### src/rtl/load_store_unit.sv
// Load/store unit: computes the effective address, checks width and alignment,
// drives one data-memory access with timeout, and returns formatted load data.
module load_store_unit #(
  parameter int unsigned TIMEOUT_CYCLES = 255
) (
  input  logic        clk,
  input  logic        rst_n,
  input  logic        req_valid,
  output logic        req_ready,
  input  logic        req_store,
  input  logic [2:0]  req_funct3,
  input  logic [31:0] req_base,
  input  logic [31:0] req_imm,
  input  logic [31:0] req_wdata,
  output logic        mem_req,
  output logic        mem_we,
  output logic [31:0] mem_addr,
  output logic [3:0]  mem_be,
  output logic [31:0] mem_wdata,
  input  logic        mem_ack,
  input  logic [31:0] mem_rdata,
  output logic        resp_valid,
  output logic [31:0] resp_rdata,
  output logic        resp_err
);

  localparam int unsigned CntW = 16;
  localparam logic [CntW-1:0] CntLast = CntW'(TIMEOUT_CYCLES - 1);

  typedef enum logic [1:0] {IDLE, ACCESS, RESP} state_e;

  state_e      state_q, state_d;
  logic [CntW-1:0] cnt_q, cnt_d;
  logic [2:0]  funct3_q, funct3_d;
  logic [1:0]  lane_q, lane_d;
  logic        req_ready_q, req_ready_d;
  logic        mem_req_q, mem_req_d;
  logic        mem_we_q, mem_we_d;
  logic [31:0] mem_addr_q, mem_addr_d;
  logic [3:0]  mem_be_q, mem_be_d;
  logic [31:0] mem_wdata_q, mem_wdata_d;
  logic        resp_valid_q, resp_valid_d;
  logic [31:0] resp_rdata_q, resp_rdata_d;
  logic        resp_err_q, resp_err_d;

  logic [31:0] ea;
  logic        legal, misaligned;
  logic [3:0]  be_new;
  logic [31:0] wdata_new;
  logic [7:0]  lane_byte;
  logic [15:0] lane_half;
  logic [31:0] load_data;

  assign ea = req_base + req_imm;

  // Decode width, legality, alignment, byte enables and replicated store data
  always_comb begin
    legal      = 1'b0;
    misaligned = 1'b0;
    be_new     = 4'b0000;
    wdata_new  = 32'h0;
    case (req_funct3)
      3'b000: begin legal = 1'b1;       be_new = 4'b0001 << ea[1:0]; wdata_new = {4{req_wdata[7:0]}}; end
      3'b001: begin legal = 1'b1;       misaligned = ea[0];  be_new = 4'b0011 << ea[1:0]; wdata_new = {2{req_wdata[15:0]}}; end
      3'b010: begin legal = 1'b1;       misaligned = |ea[1:0]; be_new = 4'b1111; wdata_new = req_wdata; end
      3'b100: begin legal = !req_store; be_new = 4'b0001 << ea[1:0]; end
      3'b101: begin legal = !req_store; misaligned = ea[0];  be_new = 4'b0011 << ea[1:0]; end
      default: legal = 1'b0;
    endcase
    if (!req_store) wdata_new = 32'h0;
  end

  // Select the addressed lane of the read word and extend it
  always_comb begin
    case (lane_q)
      2'd0:    lane_byte = mem_rdata[7:0];
      2'd1:    lane_byte = mem_rdata[15:8];
      2'd2:    lane_byte = mem_rdata[23:16];
      default: lane_byte = mem_rdata[31:24];
    endcase
    lane_half = lane_q[1] ? mem_rdata[31:16] : mem_rdata[15:0];
    case (funct3_q)
      3'b000:  load_data = {{24{lane_byte[7]}}, lane_byte};
      3'b001:  load_data = {{16{lane_half[15]}}, lane_half};
      3'b100:  load_data = {24'h0, lane_byte};
      3'b101:  load_data = {16'h0, lane_half};
      default: load_data = mem_rdata;
    endcase
  end

  // Next-state and registered-output logic
  always_comb begin
    state_d      = state_q;
    cnt_d        = cnt_q;
    funct3_d     = funct3_q;
    lane_d       = lane_q;
    mem_we_d     = mem_we_q;
    mem_addr_d   = mem_addr_q;
    mem_be_d     = mem_be_q;
    mem_wdata_d  = mem_wdata_q;
    resp_valid_d = 1'b0;
    resp_rdata_d = resp_rdata_q;
    resp_err_d   = resp_err_q;
    case (state_q)
      IDLE: begin
        if (req_valid) begin
          if (!legal || misaligned) begin
            state_d      = RESP;
            resp_valid_d = 1'b1;
            resp_err_d   = 1'b1;
            resp_rdata_d = 32'h0;
          end else begin
            state_d     = ACCESS;
            cnt_d       = '0;
            funct3_d    = req_funct3;
            lane_d      = ea[1:0];
            mem_we_d    = req_store;
            mem_addr_d  = {ea[31:2], 2'b00};
            mem_be_d    = be_new;
            mem_wdata_d = wdata_new;
          end
        end
      end
      ACCESS: begin
        if (mem_ack || cnt_q == CntLast) begin
          state_d      = RESP;
          resp_valid_d = 1'b1;
          resp_err_d   = !mem_ack;
          resp_rdata_d = (mem_ack && !mem_we_q) ? load_data : 32'h0;
          cnt_d        = '0;
          mem_we_d     = 1'b0;
          mem_addr_d   = 32'h0;
          mem_be_d     = 4'b0000;
          mem_wdata_d  = 32'h0;
        end else begin
          cnt_d = cnt_q + CntW'(1);
        end
      end
      default: state_d = IDLE;
    endcase
    req_ready_d = (state_d == IDLE);
    mem_req_d   = (state_d == ACCESS);
  end

  // State and output registers
  always_ff @(posedge clk or negedge rst_n) begin
    if (!rst_n) begin
      state_q      <= IDLE;
      cnt_q        <= '0;
      funct3_q     <= 3'b000;
      lane_q       <= 2'b00;
      req_ready_q  <= 1'b1;
      mem_req_q    <= 1'b0;
      mem_we_q     <= 1'b0;
      mem_addr_q   <= 32'h0;
      mem_be_q     <= 4'b0000;
      mem_wdata_q  <= 32'h0;
      resp_valid_q <= 1'b0;
      resp_rdata_q <= 32'h0;
      resp_err_q   <= 1'b0;
    end else begin
      state_q      <= state_d;
      cnt_q        <= cnt_d;
      funct3_q     <= funct3_d;
      lane_q       <= lane_d;
      req_ready_q  <= req_ready_d;
      mem_req_q    <= mem_req_d;
      mem_we_q     <= mem_we_d;
      mem_addr_q   <= mem_addr_d;
      mem_be_q     <= mem_be_d;
      mem_wdata_q  <= mem_wdata_d;
      resp_valid_q <= resp_valid_d;
      resp_rdata_q <= resp_rdata_d;
      resp_err_q   <= resp_err_d;
    end
  end

  assign req_ready  = req_ready_q;
  assign mem_req    = mem_req_q;
  assign mem_we     = mem_we_q;
  assign mem_addr   = mem_addr_q;
  assign mem_be     = mem_be_q;
  assign mem_wdata  = mem_wdata_q;
  assign resp_valid = resp_valid_q;
  assign resp_rdata = resp_rdata_q;
  assign resp_err   = resp_err_q;

endmodule

### config.mk
export PLATFORM = sky130hd
export DESIGN_NAME = load_store_unit
export DESIGN_NICKNAME = d
export VERILOG_FILES = /design/src/rtl/load_store_unit.sv
export SDC_FILE = /design/constraint.sdc
export NUM_CORES = 1
export LEC_CHECK = 0
export CORE_MARGIN = 3
export CORE_UTILIZATION = 47
export CTS_CLUSTER_SIZE = 24
export DETAILED_ROUTE_END_ITERATION = 8
export PLACE_DENSITY = 0.84
export SYNTH_ARGS = -nofsm -noshare
export SYNTH_HDL_FRONTEND = slang
export SYNTH_SLANG_ARGS = --single-unit
### constraint.sdc
create_clock -name clk -period 3.1 [get_ports clk]
set_clock_uncertainty 0.15 [all_clocks]
set_input_delay 0.93 -clock clk [delete_from_list [all_inputs] [get_ports clk]]
set_output_delay 0.93 -clock clk [all_outputs]
set_load 0.02 [all_outputs]
After elaboration in Yosys (flattened, before gate mapping)

Index checks and enable logic that the tools add are counted.

Flip-flop bits (word level): 128
Logic and storage cells: 100
Output and inout port bits: 105
Bits of input ports: 136

Add/subtract/negate cells: 2
Shift-type cells: 2
Muxes and demuxes: 44
Reduce and logical (&&, ||, !) cells: 22
Bitwise gates (word level): 1
Equal/unequal tests: 16

Operators by type and width:

| operator              | number |
|---|---|
| $mux 32               | 10 |
| $pmux 32 s2           | 3 |
| $pmux 32 s4           | 1 |
| $pmux 32 s3           | 1 |
| $mux 16               | 4 |
| $add 32x32->32        | 1 |
| $pmux 16 s2           | 1 |
| $pmux 8 s3            | 1 |
| $add 16x1->16 const B | 1 |
| $eq 16x8->1 const B   | 1 |
| $eq 3x3->1 const B    | 4 |
| $mux 4                | 3 |
| $pmux 4 s3            | 1 |
| $pmux 1 s2            | 5 |
| $mux 1                | 9 |
| $ne 2x2->1 const B    | 4 |
| $pmux 4 s2            | 1 |
| $reduce_and 4->1      | 2 |
| $reduce_or 2->1       | 4 |
| $eq 2x1->1 const B    | 3 |
| $eq 3x1->1 const B    | 2 |
| $logic_not 2->1       | 3 |
| $logic_not 3->1       | 2 |
| $mux 2                | 3 |
| other kinds (12)      | 17 |

Longest topological paths before layout

Depth after elaboration: 9
Mapped depth: 11

Worst setup path after synthesis

No wires, ideal clock.

Kind: input-to-reg
Start: input req_base[0]
End: register mem_addr_q[31] (netlist: mem_addr[31])
Stages on the path: 9
Slack: -0.211 ns
Data required time: 2.884 ns
Data arrival time: 3.095 ns
Cell sequence: ha_1 > fa_1 > nor4_1 > o21ai_1 > or3_1 > clkbuf_1 > or3_1 > mux2i_1 > a221o_1

Word-level cells in the longest chain between the ends: 6

RTL lines:

| item                       | line | source |
|---|---|---|
| from (decl)                | 12   | `input logic [31:0] req_base,` |
| $add 32x32->32             | 54   | `assign ea = req_base + req_imm;` |
| via ea[1]                  | 46   | `logic [31:0] ea;` |
| $reduce_or 2->1            | 65   | `3'b010: begin legal = 1'b1; misaligned = \|ea[1:0]; be_new = 4'b1111; wdata_new = req_wdata; end` |
| $pmux 1 s2                 | 62   | `case (req_funct3)` |
| $logic_or 1x1->1           | 107  | `if (!legal \|\| misaligned) begin` |
| $ne 2x2->1 (no line)       | -    |  |
| $reduce_and 4->1 (no line) | -    |  |
| to (signal assigned)       | 169  | `mem_addr_q <= mem_addr_d;` |
| to (decl)                  | 39   | `logic [31:0] mem_addr_q, mem_addr_d;` |

The timed path passes the listed nets, and every way through them passes these cells. The select of a mux whose other input is x is not followed.
A chain may end at the register's enable or synchronous reset.

Worst setup path after layout

Start: input req_imm[6]
End: register mem_addr_q[27] (netlist: mem_addr[27])

Word-level cells in the longest chain between the ends: 4

RTL lines:

| item           | line | source |
|---|---|---|
| from (decl)    | 13   | `input logic [31:0] req_imm,` |
| $add 32x32->32 | 54   |  |
| $mux 32        | 107  |  |
| $mux 32        | 106  | `if (req_valid) begin` |
| $pmux 32 s2    | 104  | `case (state_q)` |

Every way passes these cells. The select of a mux whose other input is x is not followed.

==> Implementation_results.wiki <==
{| class="wikitable"
! Metric !! Value
|-
| Internal reg-to-reg setup slack || 0.48 ns
|-
| Reg-to-reg critical path startpoint || cnt_q[0]$_DFFE_PN0P_
|-
| Static power due to leakage || just over 5 nW
|-
| Hold Vio Cnt, Final || 0
|-
| Vias in the first global route || between 7000 and 8000
|-
| Largest incremental delay on the critical path || 0.46 ns
|-
| Setup TNS || 0 ns
|-
| Post-synth EDFFs || 0
|-
| Vert. Die Dim || ~130 um
|-
| Pin count of the biggest net entering global routing || 63
|-
| Worst-case reg-to-reg path depth || 9
|-
| Num rows || between 40 and 50
|-
| Residual DRC count || 0
|-
| Setup repair after global routing missed its margin || true
|-
| Most used standard cell by instance count after synthesis || nand2_1
|-
| Proportion of register bits with asynchronous set or reset after synthesis || 100%
|-
| Number of maximum-capacitance constraint violations || 0
|-
| Gpl congestion || between 0.9 and 1
|-
| Worst hold path cell count || 2
|-
| Share of the synthesized area in the top cell type || 42.2%
|-
| Count of different cell masters after synthesis || 65
|-
| Crit-path max FO || 4
|-
| FILL cells || ~1000
|-
| Busiest grt layer || met2
|-
| Crit Path Class || input pin to flip-flop
|-
| Part of the Yosys area used for sequential elements || a little over two fifths
|-
| Gate count after technology mapping || 818
|-
| Main synth FF type || dfrtp_1
|-
| Reg clk slew, reported paths || roughly 0.06 ns
|-
| Number of port buffers || between 200 and 250
|-
| Crit path capture type || flip-flop
|-
| Data arrival time of the critical path || around 3.2 ns
|-
| Per-instance average area after synthesis || between 9 and 10 um2
|-
| Shortest period the worst path allows || just over 3 ns
|-
| Worst hold slack || approximately 0.32 ns
|-
| Cell Area, Synth || 7410 um2
|-
| Number of buffers added to fix hold violations after cts || 0
|-
| WL final || roughly 24000 um
|-
| Ordered cell list for the critical path || clkdlybuf4s50_1, ha_1, buf_4, nand2_1, nor2_1, a21oi_2, buf_4, o41a_1, o21bai_1, xnor2_1, o21ai_0
|-
| Deepest level of the CTS H-tree || 4
|-
| Layout-stage area growth over the synthesis result || 55.1%
|-
| Number of antenna diodes || 0
|-
| Met2 demand-to-capacity share in global routing || ~46%
|-
| Data required time at the worst endpoint || around 3.2 ns
|-
| Fraction of met3 tracks used by global routing || about 6.5%
|-
| Total iterations of the first detailed-routing run || 5
|-
| Initial antenna violation count || 0
|-
| Endpoint, Worst Hold || mem_addr[11]$_DFFE_PN0P_
|-
| Critical Path Source Type || input pin
|-
| Fraction of final layout cells sized beyond drive strength 1 || between 15 and 20%
|-
| Clock tree root driver cell || clkbuf_16
|-
| 1st-iter DRT viols || ~560
|-
| Achievable Freq || approximately 330 MHz
|-
| Floorplan core area || ~15000 um2
|-
| R2r endpoint || resp_rdata[20]$_DFFE_PN0P_
|-
| CTS Buf Count || 17
|-
| Final number of max-transition violations || 0
|-
| Non-Filler Instances || approximately 1400
|-
| Clock latency on the worst-skew pair || between 0.4 and 0.5 ns
|-
| Post-route fraction of the period consumed by the critical path || between 90% and 100%
|-
| Number of antenna-violating nets in the routed design || 0
|-
| Routed wire per std cell || roughly 18 um
|-
| Synth warn || 0
|-
| NumNets Final || around 1300
|-
| Cell count after placement || between 1000 and 1500
|-
| TritonCTS clock tree || done
|-
| Die boundary width || 132 um
|-
| VDD IR max || roughly 450 uV
|-
| Maximum clock insertion buffer count || 2
|-
| Count of vias placed by the detailed router || 7721
|-
| Wire length of the first global-routing pass || slightly below 40000 um
|-
| M1 GR Usage || about 34%
|-
| Number of clock sinks seen by CTS || between 100 and 150
|-
| Setup-violating endpoint count in the final report || 0
|-
| Min-Delay Path Class || flip-flop to flip-flop
|-
| Power density relative to cell area || 663 nW/um2
|-
| Floorplan die area || 17300 um2
|-
| Overall track demand over capacity in global routing || a little over a quarter
|-
| Cell accounting for the most synthesized area || dfrtp_1
|-
| Estimated wirelength of the detail-placed design || about 18000 um
|-
| Transition at the pin with the smallest max-transition slack || ~0.51 ns
|-
| IO Pins || between 200 and 250
|-
| Leading cell types by count after synthesis || nand2_1, dfrtp_1, o21ai_0
|-
| Starting density of the core || between 40% and 50%
|-
| Rel. slew slack || ~66%
|-
| HP Start || mem_addr[11]$_DFFE_PN0P_
|-
| Overflow left after global routing || 0
|-
| Number of flip-flops and latches in the synthesized netlist || approximately 130
|-
| Cell repeated most along the worst path || buf_4
|-
| Average via count per standard cell || 5.65
|-
| Slowest stage cell, crit path || o41a_1
|-
| Result of the run || finished clean
|-
| Cell types occupying the most area after synthesis || dfrtp_1, nand2_1, o21ai_0, ha_1, a21oi_1
|}
[worst max-delay path by stage]
stage	slack (ns)	from	endpoint
2_1_floorplan	-0.11	req_base[0]	mem_addr[29]$_DFFE_PN0P_
3_3_place_gp	-0.57	req_base[0]	mem_addr[29]$_DFFE_PN0P_
3_5_place_dp	-0.65	req_base[0]	mem_addr[29]$_DFFE_PN0P_
4_1_cts	0.004	req_imm[2]	mem_addr[24]$_DFFE_PN0P_
5_1_grt	-0.05	req_base[6]	mem_addr[27]$_DFFE_PN0P_
6_report	0.04	req_imm[6]	mem_addr[27]$_DFFE_PN0P_
[metal layers]
layer | vias to the layer above | wire length (um)
li1 | 3603 | -
met1 | 3710 | 9840
met2 | 357 | 11900
met3 | 51 | 1630
met4 | 0 | 638
met5 | - | 0
[state kept, by name, indices dropped and copies added (netlist names), 2 cells and up]
name        count
resp_rdata     32
mem_be          4
mem_addr       30
mem_wdata      32
state_q         2
funct3_q        3
cnt_q          16
lane_q          2
[logic make-up after synthesis]
family / after synthesis / share of synthesized area, %
flip-flops: 126 / 42.5
AO/OA/AOI/OAI: 273 / 23.7
multiplexers: 27 / 3.97
XOR/XNOR: 31 / 3.66
other: 1 / 0.0506
buffers and inverters: 62 / 3.65
adder cells (fa/ha/maj): 34 / 5.84
AND/OR/NAND/NOR: 264 / 16.5
[per-stage QoR]
stage / area [um2] / util, % / setup slack, ns / power, mW
2_1_floorplan: 7480 / - / -0.106 / 3.99
3_3_place_gp: 10800 / 70.6 / -0.574 / 5.54
3_5_place_dp: 10800 / 70.6 / -0.649 / 5.61
4_1_cts: 11400 / 74.7 / 0.00361 / 7.62
5_1_grt: 11500 / 75.1 / -0.0461 / 8.00
6_report: 11500 / 75.1 / 0.0427 / 7.63
[area by class of cell]
type                       count  area, um2  area share (%)
timing repair buffer         354       3330            28.9
sequential                   126       3150            27.4
tap                          211        264            2.30
inverter                      14       52.6           0.457
clock inverter                12        146            1.27
multi-input combinational    631       4130            35.9
clock buffer                  19        433            3.76
[repair_timing]
item	4_1_cts	5_1_grt
endpoints found under the setup margin	82	12
resized for setup	11	11
pin swaps	10	9
buffers inserted	2	2
[power by group]
group	internal [mW]	total, mW	switching (mW)	leakage [nW]
Sequential	2.07	2.42	0.349	1.69
Combinational	1.57	3.24	1.67	3.13
Clock	1.25	1.97	0.720	0.278
Total	4.89	7.63	2.74	5.09
[worst max-delay path, delay by kind of cell]
kind	cells	cell delay (ns)
AO/OA/AOI/OAI	4	0.84
XOR/XNOR	1	0.16
adder cells (fa/ha/maj)	1	0.35
buffers and inverters	3	0.73
AND/OR/NAND/NOR	2	0.18
[placed cells by master, fill, tap and decap left out, types with 12 or more instances in the layout]
master	count
a22o_1	36
nand2_1	135
nand2b_1	28
clkbuf_16	17
xnor2_1	12
dfrtp_1	125
clkdlybuf4s50_1	229
a21oi_1	60
mux2i_1	17
a21o_1	12
o21ai_0	90
xor2_1	19
nor2_1	34
buf_4	111
nor2b_1	12
inv_1	14
nand3_1	13
ha_1	27
Note: power is estimated with default switching activity, not from simulation.
